`config.mk`:
```
export PLATFORM = sky130hd
export DESIGN_NAME = i2c_slave_regs
export DESIGN_NICKNAME = d
export VERILOG_FILES = /design/src/rtl/i2c_pkg.sv /design/src/rtl/i2c_cond_detect.sv /design/src/rtl/i2c_slave_regs.sv
export SDC_FILE = /design/constraint.sdc
export NUM_CORES = 1
export LEC_CHECK = 0
export CAP_MARGIN = 20
export CORE_ASPECT_RATIO = 1.75
export CORE_MARGIN = 3
export CORE_UTILIZATION = 50
export DETAILED_ROUTE_END_ITERATION = 6
export GPL_TIMING_DRIVEN = 1
export PLACE_DENSITY = 0.7
export SYNTH_ARGS = -nofsm -noshare
export SYNTH_HDL_FRONTEND = slang
export SYNTH_SLANG_ARGS = --single-unit
```
`constraint.sdc`:
```
create_clock -name clk_i -period 2.2 [get_ports clk_i]
set_input_delay 0.33 -clock clk_i [delete_from_list [all_inputs] [get_ports clk_i]]
set_output_delay 0.33 -clock clk_i [all_outputs]
set_load 0.01 [all_outputs]
```
`src/rtl/i2c_pkg.sv`:
```
// Shared I2C definitions: bus operation encoding, slave FSM states and bus widths.
package i2c_pkg;

    localparam int I2C_ADDR_WIDTH = 7;
    localparam int I2C_DATA_WIDTH = 8;

    typedef enum logic {
        WRITE = 1'b0,
        READ  = 1'b1
    } i2c_op_t;

    typedef enum logic [3:0] {
        IDLE,
        ADDR,
        ADDR_ACK,
        PTR,
        PTR_ACK,
        WDATA,
        WDATA_ACK,
        RDATA,
        RDATA_ACK,
        IGNORE
    } slave_state_t;

endpackage

```
`src/rtl/i2c_cond_detect.sv`:
```
// Brings asynchronous SCL/SDA into the clk domain and flags SCL edges and START/STOP.
// Event outputs are registered, so a pin edge shows up as an event 3 clk later.
module i2c_cond_detect (
    input  logic clk_i,
    input  logic rst_n_i,
    input  logic scl_i,
    input  logic sda_i,
    output logic scl_rise_o,
    output logic scl_fall_o,
    output logic start_det_o,
    output logic stop_det_o,
    output logic sda_sync_o
);

    // bit 0 = metastability flop, bit 1 = synchronized, bit 2 = history
    logic [2:0] r_scl_pipe;
    logic [2:0] r_sda_pipe;
    logic       r_scl_rise;
    logic       r_scl_fall;
    logic       r_start_det;
    logic       r_stop_det;
    logic       w_scl_high;

    assign w_scl_high = r_scl_pipe[1] & r_scl_pipe[2];

    // Pipes reset to the idle bus level so leaving reset never looks like an edge.
    always_ff @(posedge clk_i or negedge rst_n_i) begin
        if (!rst_n_i) begin
            r_scl_pipe  <= '1;
            r_sda_pipe  <= '1;
            r_scl_rise  <= 1'b0;
            r_scl_fall  <= 1'b0;
            r_start_det <= 1'b0;
            r_stop_det  <= 1'b0;
        end else begin
            r_scl_pipe  <= {r_scl_pipe[1:0], scl_i};
            r_sda_pipe  <= {r_sda_pipe[1:0], sda_i};
            r_scl_rise  <= r_scl_pipe[1] & ~r_scl_pipe[2];
            r_scl_fall  <= ~r_scl_pipe[1] & r_scl_pipe[2];
            r_start_det <= w_scl_high & ~r_sda_pipe[1] & r_sda_pipe[2];
            r_stop_det  <= w_scl_high & r_sda_pipe[1] & ~r_sda_pipe[2];
        end
    end

    assign scl_rise_o  = r_scl_rise;
    assign scl_fall_o  = r_scl_fall;
    assign start_det_o = r_start_det;
    assign stop_det_o  = r_stop_det;
    assign sda_sync_o  = r_sda_pipe[2];

endmodule

```
`src/rtl/i2c_slave_regs.sv`:
```
// I2C slave exposing a small register file on the bus (pointer byte, then data bytes)
// plus a host-side port with direct register access.
module i2c_slave_regs
    import i2c_pkg::*;
#(
    parameter int                    ADDR_WIDTH = I2C_ADDR_WIDTH,
    parameter logic [ADDR_WIDTH-1:0] SLAVE_ADDR = 7'h22,
    parameter int                    DATA_WIDTH = I2C_DATA_WIDTH,
    parameter int                    NUM_REGS   = 16
) (
    input  logic                        clk_i,
    input  logic                        rst_n_i,
    input  logic                        scl_i,
    input  logic                        sda_i,
    output logic                        sda_o,
    input  logic                        host_we_i,
    input  logic [$clog2(NUM_REGS)-1:0] host_addr_i,
    input  logic [DATA_WIDTH-1:0]       host_wdata_i,
    output logic [DATA_WIDTH-1:0]       host_rdata_o,
    output logic                        busy_o,
    output logic                        start_o,
    output logic                        stop_o,
    output logic                        wr_valid_o,
    output logic [$clog2(NUM_REGS)-1:0] wr_addr_o
);

    localparam int PW = $clog2(NUM_REGS);
    localparam int CW = $clog2(DATA_WIDTH + 1);
    localparam logic [CW-1:0] FULL = CW'(DATA_WIDTH);

    logic w_scl_rise;
    logic w_scl_fall;
    logic w_start_det;
    logic w_stop_det;
    logic w_sda_sync;

    i2c_cond_detect u_cond (
        .clk_i       (clk_i),
        .rst_n_i     (rst_n_i),
        .scl_i       (scl_i),
        .sda_i       (sda_i),
        .scl_rise_o  (w_scl_rise),
        .scl_fall_o  (w_scl_fall),
        .start_det_o (w_start_det),
        .stop_det_o  (w_stop_det),
        .sda_sync_o  (w_sda_sync)
    );

    slave_state_t          r_state,    w_state_next;
    logic [CW-1:0]         r_bit_cnt,  w_bit_cnt_next;
    logic [DATA_WIDTH-1:0] r_shift,    w_shift_next;
    logic                  r_sda,      w_sda_next;
    logic [PW-1:0]         r_ptr,      w_ptr_next;
    i2c_op_t               r_rw,       w_rw_next;
    logic                  r_busy,     w_busy_next;
    logic                  r_start,    w_start_next;
    logic                  r_stop,     w_stop_next;
    logic                  r_wr_valid, w_wr_valid_next;
    logic [PW-1:0]         r_wr_addr,  w_wr_addr_next;
    logic                  w_store;
    logic [DATA_WIDTH-1:0] w_regs [NUM_REGS];
    logic [DATA_WIDTH-1:0] w_rd_byte;

    assign w_rd_byte = w_regs[r_ptr];

    // Bus store takes priority over a host write to the same register in the same cycle.
    generate
        for (genvar gi = 0; gi < NUM_REGS; gi++) begin : g_reg
            logic [DATA_WIDTH-1:0] r_q;
            always_ff @(posedge clk_i or negedge rst_n_i) begin
                if (!rst_n_i) begin
                    r_q <= '0;
                end else if (w_store && (r_ptr == PW'(gi))) begin
                    r_q <= r_shift;
                end else if (host_we_i && (host_addr_i == PW'(gi))) begin
                    r_q <= host_wdata_i;
                end
            end
            assign w_regs[gi] = r_q;
        end
    endgenerate

    always_ff @(posedge clk_i or negedge rst_n_i) begin
        if (!rst_n_i) begin
            r_state    <= IDLE;
            r_bit_cnt  <= '0;
            r_shift    <= '0;
            r_sda      <= 1'b1;
            r_ptr      <= '0;
            r_rw       <= WRITE;
            r_busy     <= 1'b0;
            r_start    <= 1'b0;
            r_stop     <= 1'b0;
            r_wr_valid <= 1'b0;
            r_wr_addr  <= '0;
        end else begin
            r_state    <= w_state_next;
            r_bit_cnt  <= w_bit_cnt_next;
            r_shift    <= w_shift_next;
            r_sda      <= w_sda_next;
            r_ptr      <= w_ptr_next;
            r_rw       <= w_rw_next;
            r_busy     <= w_busy_next;
            r_start    <= w_start_next;
            r_stop     <= w_stop_next;
            r_wr_valid <= w_wr_valid_next;
            r_wr_addr  <= w_wr_addr_next;
        end
    end

    always_comb begin
        w_state_next    = r_state;
        w_bit_cnt_next  = r_bit_cnt;
        w_shift_next    = r_shift;
        w_sda_next      = r_sda;
        w_ptr_next      = r_ptr;
        w_rw_next       = r_rw;
        w_busy_next     = r_busy;
        w_start_next    = 1'b0;
        w_stop_next     = 1'b0;
        w_wr_valid_next = 1'b0;
        w_wr_addr_next  = r_wr_addr;
        w_store         = 1'b0;

        if (w_start_det) begin
            w_state_next   = ADDR;
            w_bit_cnt_next = '0;
            w_sda_next     = 1'b1;
            w_busy_next    = 1'b1;
            w_start_next   = 1'b1;
        end else if (w_stop_det) begin
            w_state_next = IDLE;
            w_sda_next   = 1'b1;
            w_busy_next  = 1'b0;
            w_stop_next  = 1'b1;
        end else begin
            if (w_scl_rise && (r_bit_cnt != FULL) &&
                ((r_state == ADDR) || (r_state == PTR) || (r_state == WDATA))) begin
                w_shift_next   = {r_shift[DATA_WIDTH-2:0], w_sda_sync};
                w_bit_cnt_next = r_bit_cnt + 1'b1;
            end

            case (r_state)
                ADDR: begin
                    if (w_scl_fall && (r_bit_cnt == FULL)) begin
                        if (r_shift[DATA_WIDTH-1 -: ADDR_WIDTH] == SLAVE_ADDR) begin
                            w_state_next = ADDR_ACK;
                            w_sda_next   = 1'b0;
                            w_rw_next    = i2c_op_t'(r_shift[0]);
                        end else begin
                            w_state_next = IGNORE;
                        end
                    end
                end
                ADDR_ACK: begin
                    if (w_scl_fall) begin
                        if (r_rw == WRITE) begin
                            w_state_next   = PTR;
                            w_sda_next     = 1'b1;
                            w_bit_cnt_next = '0;
                        end else begin
                            w_state_next   = RDATA;
                            w_sda_next     = w_rd_byte[DATA_WIDTH-1];
                            w_shift_next   = {w_rd_byte[DATA_WIDTH-2:0], 1'b0};
                            w_bit_cnt_next = CW'(1);
                        end
                    end
                end
                PTR: begin
                    if (w_scl_fall && (r_bit_cnt == FULL)) begin
                        w_ptr_next   = r_shift[PW-1:0];
                        w_sda_next   = 1'b0;
                        w_state_next = PTR_ACK;
                    end
                end
                PTR_ACK, WDATA_ACK: begin
                    if (w_scl_fall) begin
                        w_sda_next     = 1'b1;
                        w_bit_cnt_next = '0;
                        w_state_next   = WDATA;
                    end
                end
                WDATA: begin
                    if (w_scl_fall && (r_bit_cnt == FULL)) begin
                        w_store         = 1'b1;
                        w_wr_valid_next = 1'b1;
                        w_wr_addr_next  = r_ptr;
                        w_sda_next      = 1'b0;
                        w_ptr_next      = r_ptr + 1'b1;
                        w_state_next    = WDATA_ACK;
                    end
                end
                RDATA: begin
                    if (w_scl_fall) begin
                        if (r_bit_cnt == FULL) begin
                            w_sda_next     = 1'b1;
                            w_bit_cnt_next = '0;
                            w_state_next   = RDATA_ACK;
                        end else begin
                            w_sda_next     = r_shift[DATA_WIDTH-1];
                            w_shift_next   = {r_shift[DATA_WIDTH-2:0], 1'b0};
                            w_bit_cnt_next = r_bit_cnt + 1'b1;
                        end
                    end
                end
                RDATA_ACK: begin
                    // bit count 1 marks "master ACKed, next byte due on the coming fall"
                    if (w_scl_rise) begin
                        if (!w_sda_sync) begin
                            w_ptr_next     = r_ptr + 1'b1;
                            w_bit_cnt_next = CW'(1);
                        end else begin
                            w_state_next = IGNORE;
                        end
                    end else if (w_scl_fall && (r_bit_cnt == CW'(1))) begin
                        w_state_next   = RDATA;
                        w_sda_next     = w_rd_byte[DATA_WIDTH-1];
                        w_shift_next   = {w_rd_byte[DATA_WIDTH-2:0], 1'b0};
                        w_bit_cnt_next = CW'(1);
                    end
                end
                default: ;
            endcase
        end
    end

    assign sda_o        = r_sda;
    assign host_rdata_o = w_regs[host_addr_i];
    assign busy_o       = r_busy;
    assign start_o      = r_start;
    assign stop_o       = r_stop;
    assign wr_valid_o   = r_wr_valid;
    assign wr_addr_o    = r_wr_addr;

endmodule
```
# After elaboration in Yosys (flattened, before gate mapping)
# Cells that the tools add are included.
[totals]
register_bits = 168
latchBits = 0
mem_bits_rw = 0
romBits = 0
input_bits = 17
out_inout_bits = 17
wordCells = 280
mem_count = 0
[op_classes]
add_sub_neg = 2
multipliers = 0
div = 0
n_lt_le_gt_ge = 2
n_eq_ne = 60
shift = 0
n_mux = 100
bitwise_logic = 15
n_reduce_logical = 68
[ops]
columns = ["cell", "n"]
rows = [
  ["two-way mux 8 bit", 43],
  ["two-way mux 4 bit", 27],
  ["== test 4 bit (second input constant)", 18],
  ["binary-select mux 8 bit (select 4 bit)", 2],
  ["== test 4 x 3 -> 1 bit (second input constant)", 12],
  ["logical AND 1 bit", 36],
  ["nonzero test 2 bit", 17],
  ["!= test 4 x 1 -> 1 bit (second input constant)", 8],
  ["one-hot mux 4 bit (7 select lines)", 1],
  ["== test 4 x 2 -> 1 bit (second input constant)", 6],
  ["one-hot mux 8 bit (3 select lines)", 1],
  ["two-way mux 1 bit", 22],
  ["== test 4 x 1 -> 1 bit (second input constant)", 4],
  ["one-hot mux 4 bit (4 select lines)", 1],
  ["one-hot mux 4 bit (3 select lines)", 1],
  [">= comparator 5 bit (second input constant)", 2],
  ["inverter 4 -> 5 bit", 2],
  ["AND reduction 10 bit", 1],
  ["AND reduction 9 bit", 1],
  ["nonzero test 9 bit", 1],
  ["adder 4 x 1 -> 4 bit (second input constant)", 2],
  ["logical NOT 4 bit", 2],
  ["!= test 2 x 1 -> 1 bit (second input constant)", 4],
  ["!= test 4 x 2 -> 1 bit (second input constant)", 2],
  ["other kinds (17)", 31],
]

# Longest topological paths before layout
# Gate-level depths: netlist of the first run.
[depth]
depth_word = 10
mapped_depth = 9
mapped_depth_nobuf = 7

# By module
# From an unflattened synthesis of the first run, not the netlist that was laid out.
[unflattened]
hier_cells = 981
area_unflattened_um2 = 10422.5
[by_module_without_submodules]
columns = ["mod", "n_inst", "cells_each", "area_per_inst_um2", "seq_area_each_um2"]
rows = [
  ["i2c_slave_regs", 1, 967, 10132.2, 3955.0],
  ["i2c_cond_detect", 1, 14, 290.3, 257.7],
]

# Worst setup path before layout of the first run
# Ideal clock, no wire load.
[synth_path]
kind = "reg-to-reg"
start = "register r_ptr[1]"
end = "register r_shift[1]"
setup_time_ps = 126
t_arrival_ps = 2130
required_ps = 2074
path_slack_ps = -56
stages_incl_launch_ff = 7
n_path_buf = 2
synth_period_minus_slack_ps = 2256
cell_sequence = "dfrtp_1 clkbuf_1 clkbuf_1 mux4_2 mux4_2 nor2b_1 a221o_1"
[synth_between]
elab_chain_len = 7
word_cells_on_any_way = 9
cone_classes = "8 x mux; 1 x bitwise"
[synth_rtl]
columns = ["item", "line_no", "source"]
rows = [
  ["from (decl)", "i2c_slave_regs.sv:53", "logic [PW-1:0] r_ptr, w_ptr_next;"],
  ["from (signal assigned)", "i2c_slave_regs.sv:101", "r_ptr <= w_ptr_next;"],
  ["inverter 4 -> 5 bit (implied by the code) (*)", "i2c_slave_regs.sv:64", "assign w_rd_byte = w_regs[r_ptr];"],
  ["binary-select mux 8 bit (select 4 bit) (*)", "i2c_slave_regs.sv:64", ""],
  ["two-way mux 8 bit (implied by the code) (*) (2 in a row)", "i2c_slave_regs.sv:64", ""],
  ["two-way mux 8 bit (on tied branches)", "i2c_slave_regs.sv:215, i2c_slave_regs.sv:157", ""],
  ["two-way mux 8 bit (on tied branches)", "i2c_slave_regs.sv:208, i2c_slave_regs.sv:156", ""],
  ["one-hot mux 8 bit (3 select lines) (*)", "i2c_slave_regs.sv:143", "case (r_state)"],
  ["to (signal assigned)", "i2c_slave_regs.sv:99", "r_shift <= w_shift_next;"],
  ["to (decl)", "i2c_slave_regs.sv:51", "logic [DATA_WIDTH-1:0] r_shift, w_shift_next;"],
]
# Every way passes the cells marked *; elsewhere a longest branch is shown, timed or not. The select of a mux whose other input is x is not followed.
# A chain may end at the register's enable or synchronous reset.

# Final worst setup path of the first run
[layout_path]
start = "register r_ptr[0]"
end = "register r_shift[3]"
# Same word-level chain as after synthesis.

==> flow_summary.yaml, run 1 <==
finish:
  antennaDiodeCount: 0
  layout-drive-gt1-share_pct: 32.8
  n_fill_cell: 1555
  areaGrowthSynthToFinish_pct: 28.0
  fin_nets: 1169
  fin_area_mm2: 0.0133
clock_tree:
  clockRootBuffer: "clkbuf_16"
  cts-buffers-inserted: 17
  cts_tree: "done"
  clkSlewWorstSetupHoldPaths_ns: 0.07
  clock_latency_ns: 0.45
  cts.sinks: 168
  clock_path_buffers: 2
  htree_levels: 4
setup_path:
  crit_family: "multiplexers"
  end_kind: "flip-flop"
  critPathKind: "flip-flop to flip-flop"
  cp.required_ns: 2.53
  cp_max_fo: 6
  path_buf_inv: 2
  cp-startpoint: "r_ptr[0]"
  slowest_delay_ns: 0.54
  cp-start-kind: "flip-flop"
  crit_slowest_cell: "mux4_1"
  crit_chain: "buf_12, buf_16, mux4_1, mux4_2, nor2b_1, a221o_1"
  cp.arrival_ns: 2.69
  r2r-start: "r_ptr[0]"
timing:
  finalCriticalPeriod_ns: 2.36
  clock_skew_ns: 0.0101
  timing.fmax_mhz: 423
  maxSlewViolCount: 0
  fin_ws_ns: -0.164
  setup_viol: 15
  rsz0062_at_grt: "yes"
  relSlewSlack_pct: 41.7
  hold_viol: 0
  whs_ns: 0.291
  tightest_slew_ns: 0.868
  timing.final.crit_share_pct: 107
power:
  combPwrFrac_pct: 44.6
  p_sw_share_pct: 35.1
  seqPwrFrac_pct: 32.5
  vdd_drop_max_uv: 523
  pwr-share-clk_pct: 22.9
  finalPower_uw: 13500
  power.leakage_uw: 0.00588
  switchingPower_uw: 4750
  power_density_mw_per_mm2: 1010
  internal_power_uw: 8780
grt:
  grt_max_degree: 43
  grt_use_total_pct: 32.2
  antenna_found_initial: 0
  grt_pass1_wl_um: 53900
  overflow: 0
  grt_pass1_vias: 9224
status:
  violations: "negative setup slack"
  status: "finished, violations left"
detailed_routing:
  wirelength_um: 35700
  route.detailed.drc: 0
  drt_iter0_markers: 1115
  wl_per_cell_um: 25.4
  drtPass1Iterations: 6
  routed_via_density: 6.57
  ant_nets: 0
  via_count: 9244
synth:
  synth_ff_type: "dfrtp_1"
  synth_cells: 945
  synth.distinct_cells: 69
  synth_area_leaders: "dfrtp_1 39%, mux4_2 13%, mux2i_1 13%"
  synth_largest_area_cell: "dfrtp_1"
  postSynthAreaPerCell_um2: 11.0
  synth_edf_count: 0
  ys_ff_latch: 168
  syn-cell-area_mm2: 0.0104
  ys_seq_area_share_pct: 40.4
  yosys_warnings: 0
  synth_commonest_cells: "161 x dfrtp_1, 152 x nor2_1, 144 x a21oi_1"
  async_flop_share_pct: 100
  yosysMostFrequentCell: "dfrtp_1"
  syn_nets: 969
  synth_top_area_share_pct: 38.7
floorplan:
  die_area_mm2: 0.0227
  core_mm2: 0.0204
  rows: 69
  die_h_um: 197
  die_x_um: 115
  floorplan.initialDensity_pct: 51.1
  io_pins: 34
worst_hold_path:
  hold_class: "input pin to flip-flop"
  min_from: "sda_i"
placement:
  numPortBuffers: 33
  hpwlAfterDp_um: 24200
  place_area_mm2: 0.0125
  place_ws_ns: -0.468
  gp_congestion: 0.981
flow_run:
  drv_cap: 0
metrics by stage:
step / instances / utilization [%] / setup TNS [ns]
after floorplan: 945 / - / 0
after global placement: 1350 / 61.2 / -3.80
after detailed placement: 1350 / 61.2 / -4.12
after CTS: 1399 / 65.1 / -1.66
after global routing: 1406 / 65.5 / -2.16
final: 1406 / 65.5 / -1.79
per-layer routing:
layer,wire [µm],up-vias,global-route usage [%]
met5,0,-,0
met4,3000,0,23.5
met3,2710,200,4.67
met2,18200,605,53.4
met1,11900,4523,37.4
li1,-,3916,-
worst paths after layout:
check / end / slack, ns / cells past startpoint
worst max-delay path: r_shift[3] / -0.16 / 6
worst min-delay path: u_cond.r_sda_pipe[0] / 0.29 / 1
worst max register to register: r_shift[3] / -0.16 / 6
worst min register to register: u_cond.r_scl_pipe[1] / 0.36 / 0
max in group asynchronous: g_reg[3].r_q[0] / 1.18 / 3
min in group asynchronous: u_cond.scl_fall_o / 0.37 / 2
cell type report:
class,count,area [µm²],area share [%]
Sequential cell,168,4220,31.6
Tap cell,248,310,2.33
Multi-Input combinational cell,685,5750,43.1
Clock inverter,12,140,1.05
Timing Repair Buffer,261,2420,18.2
Inverter,12,45.0,0.338
Clock buffer,20,457,3.42
registers in the layout (all words and copies together) (netlist names):
register            cells
u_cond.scl_fall_o       1
r_bit_cnt               4
u_cond.r_scl_pipe       3
busy_o                  1
r_rw                    1
sda_o                   1
r_shift                 8
u_cond.r_sda_pipe       3
u_cond.start_det_o      1
u_cond.stop_det_o       1
stop_o                  1
wr_addr_o               4
r_ptr                   4
u_cond.scl_rise_o       1
wr_valid_o              1
r_state                 4
g.r_q                 128
start_o                 1
logic make-up after synthesis:
family	Yosys count	synth area share (%)
AOI/OAI and AO/OA	200	10.9
xor gates and xnor gates	2	0.168
adders and majority gates	7	0.840
buffers and inverters	92	4.05
DFF	168	40.4
muxes	217	31.1
and+or+nand+nor	259	12.6
worst reg2reg max path: cells and delay by family, from the launching register on:
family                 cells  cell delay, ns
AND/OR/NAND/NOR            1            0.16
buffers and inverters      2            0.28
flip-flops                 1            0.46
multiplexers               2            1.08
AO/OA/AOI/OAI              1            0.26
cell usage in the layout (no fill, tap or decap), types with 4 or more instances in the layout:
master	count
buf_4	198
dfrtp_1	159
nor2_1	152
a21oi_1	144
mux2i_1	131
mux4_2	75
buf_12	23
clkdlybuf4s50_1	22
clkbuf_16	18
nor2b_1	15
nand3_1	15
nand2_1	14
o21ai_0	14
nand3_2	13
buf_6	12
inv_1	11
nand2b_1	10
a221o_1	8
ha_1	7
dfstp_2	7
nand3b_1	4
nor3_1	4
o211ai_1	4
mux2_1	4
mux4_1	4
inv_6	4
timing repair:
| item | in CTS | in global routing |
|---|---|---|
| cloned | 3 | 1 |
| hold buffers | 1 | 0 |
| setup buffers | 13 | 6 |
| gates resized for setup | 56 | 11 |
| endpoints found under the hold margin | 32 | 0 |
| endpoints found under the setup margin | 15 | 35 |
| pin swaps | 3 | 2 |
power groups by stage:
stage          Clock, µW  Sequential (µW)  Combinational [µW]
4_1_cts             3100             4380                5850
5_1_grt             3230             4460                6410
3_3_place_gp           0             4420                5220
6_report            3100             4390                6040
2_1_floorplan          0             4200                3360
3_5_place_dp           0             4430                5350
Note: power is estimated with default switching activity, not from simulation.
==> run 2, diff against run 1 <==
- CAP_MARGIN: 20 -> 5
- CTS_CLUSTER_SIZE: default -> 28
- SYNTH_HIERARCHICAL: default -> 1
==> flow_summary.yaml, run 2 <==
grt:
  grt_use_total_pct: 29.1
  antenna_found_initial: 0
  grt_pass1_wl_um: 50500
  grt_max_degree: 52
  overflow: 0
  grt_pass1_vias: 9188
finish:
  areaGrowthSynthToFinish_pct: 27.9
  antennaDiodeCount: 0
  fin_util_pct: 65.4
  fin_nets: 1176
  final_common_cell: "buf_4"
  reg_top3: "g.r_q x128, r_shift x8"
  layout-drive-gt1-share_pct: 31.8
  top_register: "g.r_q"
  fin_area_mm2: 0.0133
  largest_reg_flops: 128
  mostFrequentLayoutCells: "184 x buf_4, 157 x dfrtp_1, 150 x nand2_1"
floorplan:
  io_pins: 34
  die_h_um: 197
  core_mm2: 0.0204
  die_area_mm2: 0.0227
  floorplan.initialDensity_pct: 51.2
  rows: 69
  die_x_um: 115
power:
  power.leakage_uw: 0.00544
  power_density_mw_per_mm2: 1030
  vdd_drop_max_uv: 480
timing:
  setup_viol: 8
  maxSlewViolCount: 0
  timing.fmax_mhz: 427
  hold_viol: 0
  clock_skew_ns: 0.00780
  rsz0062_at_grt: "yes"
  relSlewSlack_pct: 53.3
  timing.final.crit_share_pct: 106
  tightest_slew_ns: 0.700
  fin_ws_ns: -0.141
  finalCriticalPeriod_ns: 2.34
setup_path:
  cp.required_ns: 1.87
  worstRegToRegCells: 7
  cp.arrival_ns: 2.01
  r2r-start: "r_ptr[0]"
  cp_max_fo: 3
  cp-start-kind: "flip-flop"
  cp-startpoint: "g_reg[3].r_q[0]"
  critPathKind: "flip-flop to output port"
  regToRegEndpoint: "r_shift[1]"
  endpoint: "host_rdata_o[0]"
  end_kind: "output port"
  rrSetupSlack_ns: 0.06
detailed_routing:
  routed_via_density: 6.21
  route.detailed.drc: 0
  drt_iter0_markers: 853
  wirelength_um: 32200
  wl_per_cell_um: 22.8
  ant_nets: 0
  drtPass1Iterations: 5
  via_count: 8780
clock_tree:
  clock_path_buffers: 2
  clkSlewWorstSetupHoldPaths_ns: 0.07
  clockRootBuffer: "clkbuf_16"
  clock_latency_ns: 0.44
  htree_levels: 4
  cts.sinks: 168
  cts_tree: "done"
  cts-buffers-inserted: 17
placement:
  place_area_mm2: 0.0123
  numPortBuffers: 33
  gp_congestion: 0.934
  hpwlAfterDp_um: 23200
synth:
  yosys_warnings: 6
  yosysMostFrequentCell: "dfrtp_1"
  synth.distinct_cells: 62
  synth_cells: 981
  synth_top_area_share_pct: 38.7
  syn-cell-area_mm2: 0.0104
  synth_area_leaders: "dfrtp_1 39%, mux4_2 17%, mux2i_1 13%"
  synth_largest_area_cell: "dfrtp_1"
  synth_commonest_cells: "161 x dfrtp_1, 150 x nand2_1, 135 x mux2i_1"
  postSynthAreaPerCell_um2: 10.6
  ys_seq_area_share_pct: 40.4
  synth_edf_count: 0
  syn_nets: 1005
  ys_ff_latch: 168
  async_flop_share_pct: 100
  synth_ff_type: "dfrtp_1"
status:
  status: "finished, violations left"
  violations: "negative setup slack"
worst_hold_path:
  hold_class: "input pin to flip-flop"
flow_run:
  drv_cap: 0
## run 2: area by class of cell
| class | count | area (µm²) |
|---|---|---|
| multi-input combinational | 689 | 5710 |
| clock buffer | 18 | 439 |
| sequential | 168 | 4220 |
| inverter | 25 | 93.8 |
| fill | 1548 | 7050 |
| tap | 248 | 310 |
| clock inverter | 14 | 186 |
| timing repair buffer | 251 | 2370 |
## run 2: worst max-delay path: stages (launching register included)
cell and delay, ns:
dfrtp_1 0.40, mux4_2 0.48, mux4_2 0.54, buf_6 0.15
## run 2: how the worst min path moves through the flow
| stage | startpoint | end | slack, ns | cells past startpoint |
|---|---|---|---|---|
| floorplan | rst_n_i | busy_o | 0.03 | 0 |
| global placement | rst_n_i | g_reg[1].r_q[5] | 0.33 | 1 |
| detailed placement | rst_n_i | r_state[1] | 0.33 | 1 |
| CTS | sda_i | u_cond/r_sda_pipe[0] | 0.28 | 1 |
| global route | sda_i | u_cond/r_sda_pipe[0] | 0.29 | 1 |
| finish | sda_i | u_cond/r_sda_pipe[0] | 0.29 | 1 |
## run 2: through the flow
stage	worst slack [ns]	power, µW	instances	hold slack, ns	setup TNS, ns
final	-0.141	13700	1413	0.293	-0.913
after global routing	-0.186	14300	1413	0.291	-1.17
after CTS	-0.152	13400	1396	0.284	-0.988
after detailed placement	-0.439	9990	1346	0.327	-3.40
after global placement	-0.412	9850	1346	0.330	-3.14
after floorplan	0.0132	7620	981	0.0344	0
## run 2: logic make-up after synthesis
| group | synth area share [%] |
|---|---|
| compound gates | 11.0 |
| fa+ha+maj | 0.840 |
| flops | 40.4 |
| buf+inv | 5.23 |
| mux | 30.6 |
| simple gates | 11.9 |
## run 2: where the power goes
| group | internal [µW] | switching (µW) | leakage (µW) | total (µW) |
|---|---|---|---|---|
| Clock | 1850 | 1370 | 0.000300 | 3210 |
| Sequential | 3830 | 690 | 0.00192 | 4520 |
| Combinational | 3200 | 2770 | 0.00322 | 5970 |
## run 2: what timing repair did
action	4_1_cts	5_1_grt
endpoints found under the setup margin	41	92
resized for setup	41	13
endpoints found under the hold margin	45	0
pin swaps	0	3
gates cloned	0	2
hold buffers	1	0
setup buffers	17	15
## run 2: metal layers
| metal | wire length, µm | global-route usage, % | vias up |
|---|---|---|---|
| li1 | - | - | 3904 |
| met1 | 11400 | 33.0 | 4352 |
| met2 | 17100 | 50.8 | 372 |
| met3 | 1570 | 4.45 | 152 |
| met4 | 2160 | 17.4 | 0 |
| met5 | 0 | 0 | - |
